[config.mk]
export PLATFORM = sky130hd
export DESIGN_NAME = dmem_arbiter_flat
export DESIGN_NICKNAME = d
export VERILOG_FILES = /design/src/rtl/dmem_arbiter_if.sv /design/src/rtl/dmem_arbiter.sv /design/src/flat_wrapper.sv
export SDC_FILE = /design/constraint.sdc
export NUM_CORES = 1
export LEC_CHECK = 0
export CAP_MARGIN = 5
export CORE_AREA = 2 2 99 101
export CTS_CLUSTER_SIZE = 14
export DETAILED_ROUTE_END_ITERATION = 6
export DIE_AREA = 0 0 101 103
export PLACE_DENSITY = 0.7
export SLEW_MARGIN = 20
export SYNTH_ARGS = -nofsm -noshare
export SYNTH_HDL_FRONTEND = slang
export SYNTH_SLANG_ARGS = --single-unit
[constraint.sdc]
create_clock -name clk -period 2.1 [get_ports clk]
set_input_delay 0.42 -clock clk [delete_from_list [all_inputs] [get_ports clk]]
set_output_delay 0.42 -clock clk [all_outputs]
set_load 0.03 [all_outputs]
[src/rtl/dmem_arbiter_if.sv]
// ----------------------------------------------------------------------------
// dmem_arbiter_if
//   The bundle of signals that the two requesters, the arbiter and the data
//   memory use to talk to each other.
//
//   Handshake: a requester raises *_req with *_we/*_addr/*_wdata and keeps
//   all four unchanged until it sees *_gnt high in the same cycle. The access
//   is performed at the rising edge that ends that cycle. A granted read
//   (we == 4'b0000) returns exactly one *_rvalid pulse with *_rdata in the
//   cycle after the grant. A granted write returns nothing.
//
//   Modports:
//     slave  - the arbiter: requests and mem_rdata in, grants/responses/
//              memory controls/starved out.
//     master - the environment: requesters plus memory.
// ----------------------------------------------------------------------------
interface dmem_arbiter_if #(
    parameter int AW = 14
);
    // CPU memory-stage requester
    logic          cpu_req;
    logic [3:0]    cpu_we;
    logic [AW-1:0] cpu_addr;
    logic [31:0]   cpu_wdata;
    logic          cpu_gnt;
    logic          cpu_rvalid;
    logic [31:0]   cpu_rdata;

    // Debug / bootloader requester
    logic          dbg_req;
    logic [3:0]    dbg_we;
    logic [AW-1:0] dbg_addr;
    logic [31:0]   dbg_wdata;
    logic          dbg_gnt;
    logic          dbg_rvalid;
    logic [31:0]   dbg_rdata;

    // Data memory port
    logic          mem_en;
    logic [3:0]    mem_we;
    logic [AW-1:0] mem_addr;
    logic [31:0]   mem_wdata;
    logic [31:0]   mem_rdata;

    // Status
    logic          starved;

    modport slave (
        input  cpu_req, cpu_we, cpu_addr, cpu_wdata,
        input  dbg_req, dbg_we, dbg_addr, dbg_wdata,
        input  mem_rdata,
        output cpu_gnt, cpu_rvalid, cpu_rdata,
        output dbg_gnt, dbg_rvalid, dbg_rdata,
        output mem_en, mem_we, mem_addr, mem_wdata,
        output starved
    );

    modport master (
        output cpu_req, cpu_we, cpu_addr, cpu_wdata,
        output dbg_req, dbg_we, dbg_addr, dbg_wdata,
        output mem_rdata,
        input  cpu_gnt, cpu_rvalid, cpu_rdata,
        input  dbg_gnt, dbg_rvalid, dbg_rdata,
        input  mem_en, mem_we, mem_addr, mem_wdata,
        input  starved
    );
endinterface

[src/rtl/dmem_arbiter.sv]
// ----------------------------------------------------------------------------
// dmem_arbiter
//   Shares the single data-memory port (sync block RAM, 4 byte enables,
//   1-cycle read latency) between the CPU memory stage and the debug/loader
//   port. The CPU has priority; a starvation counter forces a debug grant
//   after STARVE_LIMIT consecutive denied debug cycles. Each read response
//   is routed back to the requester that issued it.
//
//   Ports:
//     clk    - system clock, all state on the rising edge
//     rst_n  - asynchronous active-low reset
//     bus    - dmem_arbiter_if.slave: cpu_*, dbg_*, mem_*, starved
//
//   Parameters:
//     AW           - word-address width of dmem
//     STARVE_LIMIT - denied debug cycles before a forced grant (1..255)
// ----------------------------------------------------------------------------
module dmem_arbiter #(
    parameter int AW           = 14,
    parameter int STARVE_LIMIT = 8
) (
    input  logic           clk,
    input  logic           rst_n,
    dmem_arbiter_if.slave  bus
);

    localparam logic [7:0] LIMIT = 8'(STARVE_LIMIT);

    logic [7:0]    starve_cnt;
    logic [7:0]    starve_nxt;
    logic          force_q;    // debug has priority this cycle
    logic          rd_pend;    // a read was granted last cycle
    logic          rd_owner;   // 0 = CPU, 1 = debug

    logic          cpu_win;    // grant before reset gating
    logic          dbg_win;
    logic          cpu_rd;
    logic          dbg_rd;
    logic [AW-1:0] addr_sel;

    // ------------------------------------------------------------------
    // Arbitration. The state only decides which side has priority; the
    // grants themselves follow the live requests so that a requester is
    // accepted in the same cycle it asks.
    // ------------------------------------------------------------------
    always_comb begin
        cpu_win = 1'b0;
        dbg_win = 1'b0;
        if (force_q) begin
            dbg_win = bus.dbg_req;
            cpu_win = bus.cpu_req & ~bus.dbg_req;
        end else begin
            cpu_win = bus.cpu_req;
            dbg_win = bus.dbg_req & ~bus.cpu_req;
        end
    end

    // The registers are all in reset while rst_n is low, but the requests are
    // not, so the visible grants are masked directly by rst_n. The internal
    // next-state logic uses the unmasked versions; their values are
    // irrelevant while the flops are held in reset.
    assign bus.cpu_gnt = rst_n & cpu_win;
    assign bus.dbg_gnt = rst_n & dbg_win;

    assign cpu_rd = cpu_win & (bus.cpu_we == 4'b0000);
    assign dbg_rd = dbg_win & (bus.dbg_we == 4'b0000);

    // ------------------------------------------------------------------
    // Memory mux. With no grant, address/data idle on the CPU inputs.
    // ------------------------------------------------------------------
    assign addr_sel      = dbg_win ? bus.dbg_addr : bus.cpu_addr;
    assign bus.mem_addr  = addr_sel;
    assign bus.mem_wdata = dbg_win ? bus.dbg_wdata : bus.cpu_wdata;
    assign bus.mem_en    = bus.cpu_gnt | bus.dbg_gnt;

    always_comb begin
        bus.mem_we = 4'b0000;
        if (bus.cpu_gnt) begin
            bus.mem_we = bus.cpu_we;
        end else if (bus.dbg_gnt) begin
            bus.mem_we = bus.dbg_we;
        end
    end

    // ------------------------------------------------------------------
    // Starvation counter: counts consecutive denied debug cycles and
    // saturates at 255 so a very large limit never wraps back to zero.
    // ------------------------------------------------------------------
    always_comb begin
        starve_nxt = 8'd0;
        if (bus.dbg_req & ~dbg_win) begin
            starve_nxt = (starve_cnt == 8'hFF) ? starve_cnt : starve_cnt + 8'd1;
        end
    end

    always_ff @(posedge clk or negedge rst_n) begin
        if (!rst_n) begin
            starve_cnt <= 8'd0;
            force_q    <= 1'b0;
            rd_pend    <= 1'b0;
            rd_owner   <= 1'b0;
        end else begin
            starve_cnt <= starve_nxt;

            // Force takes effect in the cycle right after the count reaches
            // the limit. It is dropped once debug has been served or has
            // given up, so the CPU loses at most one cycle per forced grant.
            if (dbg_win | ~bus.dbg_req) begin
                force_q <= 1'b0;
            end else if (starve_nxt >= LIMIT) begin
                force_q <= 1'b1;
            end

            rd_pend <= cpu_rd | dbg_rd;
            if (cpu_rd | dbg_rd) begin
                rd_owner <= dbg_rd;
            end
        end
    end

    assign bus.starved = force_q;

    // ------------------------------------------------------------------
    // Read response: memory data is valid in the cycle after the grant and
    // only the owner sees it; the other side reads zero.
    // ------------------------------------------------------------------
    assign bus.cpu_rvalid = rd_pend & ~rd_owner;
    assign bus.dbg_rvalid = rd_pend &  rd_owner;
    assign bus.cpu_rdata  = bus.cpu_rvalid ? bus.mem_rdata : 32'h0;
    assign bus.dbg_rdata  = bus.dbg_rvalid ? bus.mem_rdata : 32'h0;

endmodule
[src/flat_wrapper.sv]
// flat-port wrapper written by rule: the top's interface ports become plain ports
module dmem_arbiter_flat 
#(
    parameter int AW           = 14,
    parameter int STARVE_LIMIT = 8
)
  (clk, rst_n, bus_cpu_req, bus_cpu_we, bus_cpu_addr, bus_cpu_wdata, bus_dbg_req, bus_dbg_we, bus_dbg_addr, bus_dbg_wdata, bus_mem_rdata, bus_cpu_gnt, bus_cpu_rvalid, bus_cpu_rdata, bus_dbg_gnt, bus_dbg_rvalid, bus_dbg_rdata, bus_mem_en, bus_mem_we, bus_mem_addr, bus_mem_wdata, bus_starved);
  dmem_arbiter_if #(.AW(AW)) bus_i ();
  input  logic clk;
  input  logic rst_n;
  input wire logic [$bits(bus_i.cpu_req)-1:0] bus_cpu_req;
  input wire logic [$bits(bus_i.cpu_we)-1:0] bus_cpu_we;
  input wire logic [$bits(bus_i.cpu_addr)-1:0] bus_cpu_addr;
  input wire logic [$bits(bus_i.cpu_wdata)-1:0] bus_cpu_wdata;
  input wire logic [$bits(bus_i.dbg_req)-1:0] bus_dbg_req;
  input wire logic [$bits(bus_i.dbg_we)-1:0] bus_dbg_we;
  input wire logic [$bits(bus_i.dbg_addr)-1:0] bus_dbg_addr;
  input wire logic [$bits(bus_i.dbg_wdata)-1:0] bus_dbg_wdata;
  input wire logic [$bits(bus_i.mem_rdata)-1:0] bus_mem_rdata;
  output wire logic [$bits(bus_i.cpu_gnt)-1:0] bus_cpu_gnt;
  output wire logic [$bits(bus_i.cpu_rvalid)-1:0] bus_cpu_rvalid;
  output wire logic [$bits(bus_i.cpu_rdata)-1:0] bus_cpu_rdata;
  output wire logic [$bits(bus_i.dbg_gnt)-1:0] bus_dbg_gnt;
  output wire logic [$bits(bus_i.dbg_rvalid)-1:0] bus_dbg_rvalid;
  output wire logic [$bits(bus_i.dbg_rdata)-1:0] bus_dbg_rdata;
  output wire logic [$bits(bus_i.mem_en)-1:0] bus_mem_en;
  output wire logic [$bits(bus_i.mem_we)-1:0] bus_mem_we;
  output wire logic [$bits(bus_i.mem_addr)-1:0] bus_mem_addr;
  output wire logic [$bits(bus_i.mem_wdata)-1:0] bus_mem_wdata;
  output wire logic [$bits(bus_i.starved)-1:0] bus_starved;
  assign bus_i.cpu_req = bus_cpu_req;
  assign bus_i.cpu_we = bus_cpu_we;
  assign bus_i.cpu_addr = bus_cpu_addr;
  assign bus_i.cpu_wdata = bus_cpu_wdata;
  assign bus_i.dbg_req = bus_dbg_req;
  assign bus_i.dbg_we = bus_dbg_we;
  assign bus_i.dbg_addr = bus_dbg_addr;
  assign bus_i.dbg_wdata = bus_dbg_wdata;
  assign bus_i.mem_rdata = bus_mem_rdata;
  assign bus_cpu_gnt = bus_i.cpu_gnt;
  assign bus_cpu_rvalid = bus_i.cpu_rvalid;
  assign bus_cpu_rdata = bus_i.cpu_rdata;
  assign bus_dbg_gnt = bus_i.dbg_gnt;
  assign bus_dbg_rvalid = bus_i.dbg_rvalid;
  assign bus_dbg_rdata = bus_i.dbg_rdata;
  assign bus_mem_en = bus_i.mem_en;
  assign bus_mem_we = bus_i.mem_we;
  assign bus_mem_addr = bus_i.mem_addr;
  assign bus_mem_wdata = bus_i.mem_wdata;
  assign bus_starved = bus_i.starved;
  dmem_arbiter #(.AW(AW), .STARVE_LIMIT(STARVE_LIMIT)) u_core (.clk(clk), .rst_n(rst_n), .bus(bus_i));
endmodule
==> flow_metrics.env <==
export IMPL_p_total_uw=1290
export IMPL_worstPathRequired_ps=1680
export IMPL_cts_max_level=1
export IMPL_drive_gt1_share_pct=26.01
export IMPL_start_util_pct=17.57
export IMPL_die_w_um=101
export IMPL_coreArea_um2=9459
export IMPL_grt_max_degree=47
export IMPL_slew_headroom_pct=78.43
export IMPL_pre_cts_slack_ps=-116.0
export IMPL_tns_ps=0
export IMPL_setup_viol=0
export IMPL_cts_setup_buffers=0
export IMPL_clock_fmax_mhz=505.4
export IMPL_cts_buffers=3
export IMPL_grt_pass1_wl_mm=12.59
export IMPL_grt_ovfl_total=0
export IMPL_finalWorstSetupSlack_ps=121.5
export IMPL_yosys_warnings=0
export IMPL_synth_fp_nets=431
export IMPL_arrival_ps=1560
export IMPL_wl_per_cell_um=13.87
export IMPL_maxCapViolCount=0
export IMPL_pwr_density_cell_nw_per_um2=301.2
export IMPL_drc=0
export IMPL_clk_pin_slew_worst_paths_ps=50
export IMPL_portBuffers=255
export IMPL_synth_top_area_share_pct=32.76
export IMPL_final_cell_mix="nand2_1, clkdlybuf4s50_1, buf_4, and2_1, and3_1"
export IMPL_fillerInstances=953
export IMPL_ir_drop_mv=0.2321
export IMPL_grt_pass1_vias=2516
export IMPL_final_util_pct=45.26
export IMPL_cts_tree="built"
export IMPL_drv_slew=0
export IMPL_post_dp_cell_area_um2=4205
export IMPL_outcome="finished, final reports clean"
export IMPL_dp_hpwl_mm=7.608
export IMPL_synth_cells=294
export IMPL_grt_usage_pct=15.24
export IMPL_syn2layout_area_growth_pct=157.7
export IMPL_worstSetupStartpointType="register"
export IMPL_dr_pass1_iters=4
export IMPL_hold_viol_final=0
export IMPL_critical_path_class="reg2out"
export IMPL_finish_instance_area_um2=4282
export IMPL_power_leakage_uw=0.002283
export IMPL_vias_per_cell=4.273
export IMPL_vias=2820
export IMPL_die_y_um=103
export IMPL_crit_fanout=46
export IMPL_antenna_cells=0
export IMPL_cp_num_buf_inv=2
export IMPL_antenna_found_initial=1
export IMPL_slowest_stage="dfrtp_1"
export IMPL_end_kind="output port"
export IMPL_synth_area_top_cells="nand2_1, dfrtp_1, and2_1"
export IMPL_num_rows=36
export IMPL_layout_nets=684
export IMPL_synth_edf_count=0
export IMPL_yosysUniqueCellTypes=34
export IMPL_crit_chain="nand2b_1, nand2_1, buf_12, nand2_1, nand2_1, buf_4"
export IMPL_worstHoldPathType="in2async"
export IMPL_clock_path_buffers=2
export IMPL_syn_area_per_cell_um2=5.652
export IMPL_drt_total_wl_mm=9.157
export IMPL_die_area_um2=10400
export IMPL_finClkSkew_ps=5.304
export IMPL_synth_area_um2=1662
export IMPL_crit_path_max_incr_delay_ps=410
export IMPL_fin_crit_ps=1979
export IMPL_globalplace_congestion=0.9279
export IMPL_drt_iter0_drc=76
export IMPL_ant_nets=0
export IMPL_synth_top_area_cell="nand2_1"
export IMPL_rsz0062_at_grt="false"
export IMPL_final_common_cell="nand2_1"
export IMPL_crit_top_cell="nand2_1"
export IMPL_cts_root_buffer="clkbuf_8"
export IMPL_yosysSeqAreaShare_pct=16.57
export IMPL_insertion_delay_ps=230
export IMPL_worst_slew_pin_slew_ps=322.5
export IMPL_clock_sinks=11
export IMPL_synthFlopType="dfrtp_1"
export IMPL_ios=256
export IMPL_crit_family="simple AND/OR/NAND/NOR gates"
export IMPL_period_share_pct=94.22
export IMPL_synth_seq_cells=11
export IMPL_async_flop_share_pct=100.0
-- cells in the mapped netlist, types with 2 or more instances --
library cell  number
xnor2_1            2
a211oi_1           2
nor3_1             2
nand3_1            2
nor4_1             2
buf_1              2
a31oi_1            3
and3_1            32
dfrtp_1           11
a22oi_1            4
and2_1            35
nand4_1            2
and4_1             2
clkbuf_1          17
inv_1              4
a21oi_1            2
nand2_1          145
nor2_1             9
-- final timing paths --
path	slack (ps)	cells after the start	endpoint	startpoint
setup / recovery	120	6	bus_mem_addr[12]	u_core.bus.starved
max in group asynchronous	1450	2	u_core.starve_cnt[2]	rst_n
setup reg to reg	240	5	u_core.bus.starved	u_core.starve_cnt[0]
min in group clk	570	1	u_core.starve_cnt[2]	u_core.starve_cnt[2]
hold / removal	540	2	u_core.rd_pend	rst_n
hold reg to reg	570	1	u_core.starve_cnt[2]	u_core.starve_cnt[2]
-- state kept, by name (all words and copies together), names as in the netlist --
register            count
u_core.starve_cnt       8
u_core.rd_owner         1
u_core.rd_pend          1
u_core.bus.starved      1
-- routing by layer --
metal  wire length (um)  vias to the layer above  global-route usage (%)  share of wire, %
li1                   -                     1455                       -                 -
met5                 13                        -                       0              0.14
met3                824                        6                   3.797               9.0
met1               3562                     1199                   17.72                39
met4                 63                        2                   2.287              0.69
met2               4692                      158                   28.77                51
-- what timing repair did --
action                     CTS  global route
hold buffers                 0             0
setup endpoints to repair   49             0
resized for setup            5             0
-- cells by family (layout without fill, tap and decap cells) --
| group | count (synthesis) | count (layout) | share of synthesized area, % |
|---|---|---|---|
| and+or+nand+nor | 237 | 237 | 67.24 |
| buffers and inverters | 25 | 277 | 6.174 |
| AOI/OAI and AO/OA | 17 | 17 | 7.606 |
| DFF | 11 | 11 | 16.57 |
| xor gates and xnor gates | 2 | 2 | 1.054 |
| adders and majority gates | 1 | 1 | 0.7529 |
| muxes | 1 | 1 | 0.6024 |
-- where the power goes --
| part | internal [uW] | switching, uW | total (uW) |
|---|---|---|---|
| Sequential | 219 | 9.29 | 228 |
| Clock | 133 | 72.6 | 205 |
| Combinational | 435 | 421 | 856 |
| Total | 787 | 503 | 1290 |
-- final cells by class --
| cell class | count | area [um^2] | area share [%] |
|---|---|---|---|
| timing repair buffer | 269 | 2505 | 58.50 |
| clock buffer | 4 | 45.04 | 1.052 |
| inverter | 4 | 15.01 | 0.3507 |
| multi-input combinational | 258 | 1299 | 30.33 |
| tap | 114 | 142.6 | 3.331 |
| sequential | 11 | 275.3 | 6.429 |
-- through the flow --
| step | cells | hold slack (ps) |
|---|---|---|
| floorplan | 294 | 124.4 |
| global placement | 655 | 544.2 |
| detailed placement | 655 | 561.6 |
| CTS | 660 | 538.8 |
| global route | 660 | 574.7 |
| finish | 660 | 537.2 |
-- worst reg2reg max path, cell delays in order, from the launching register on --
cell and delay, ps:
dfrtp_1 420, ha_1 290, and4_1 380, nand4_4 170, a211o_1 360, a41oi_2 160
(Power assumes the default switching activity.)
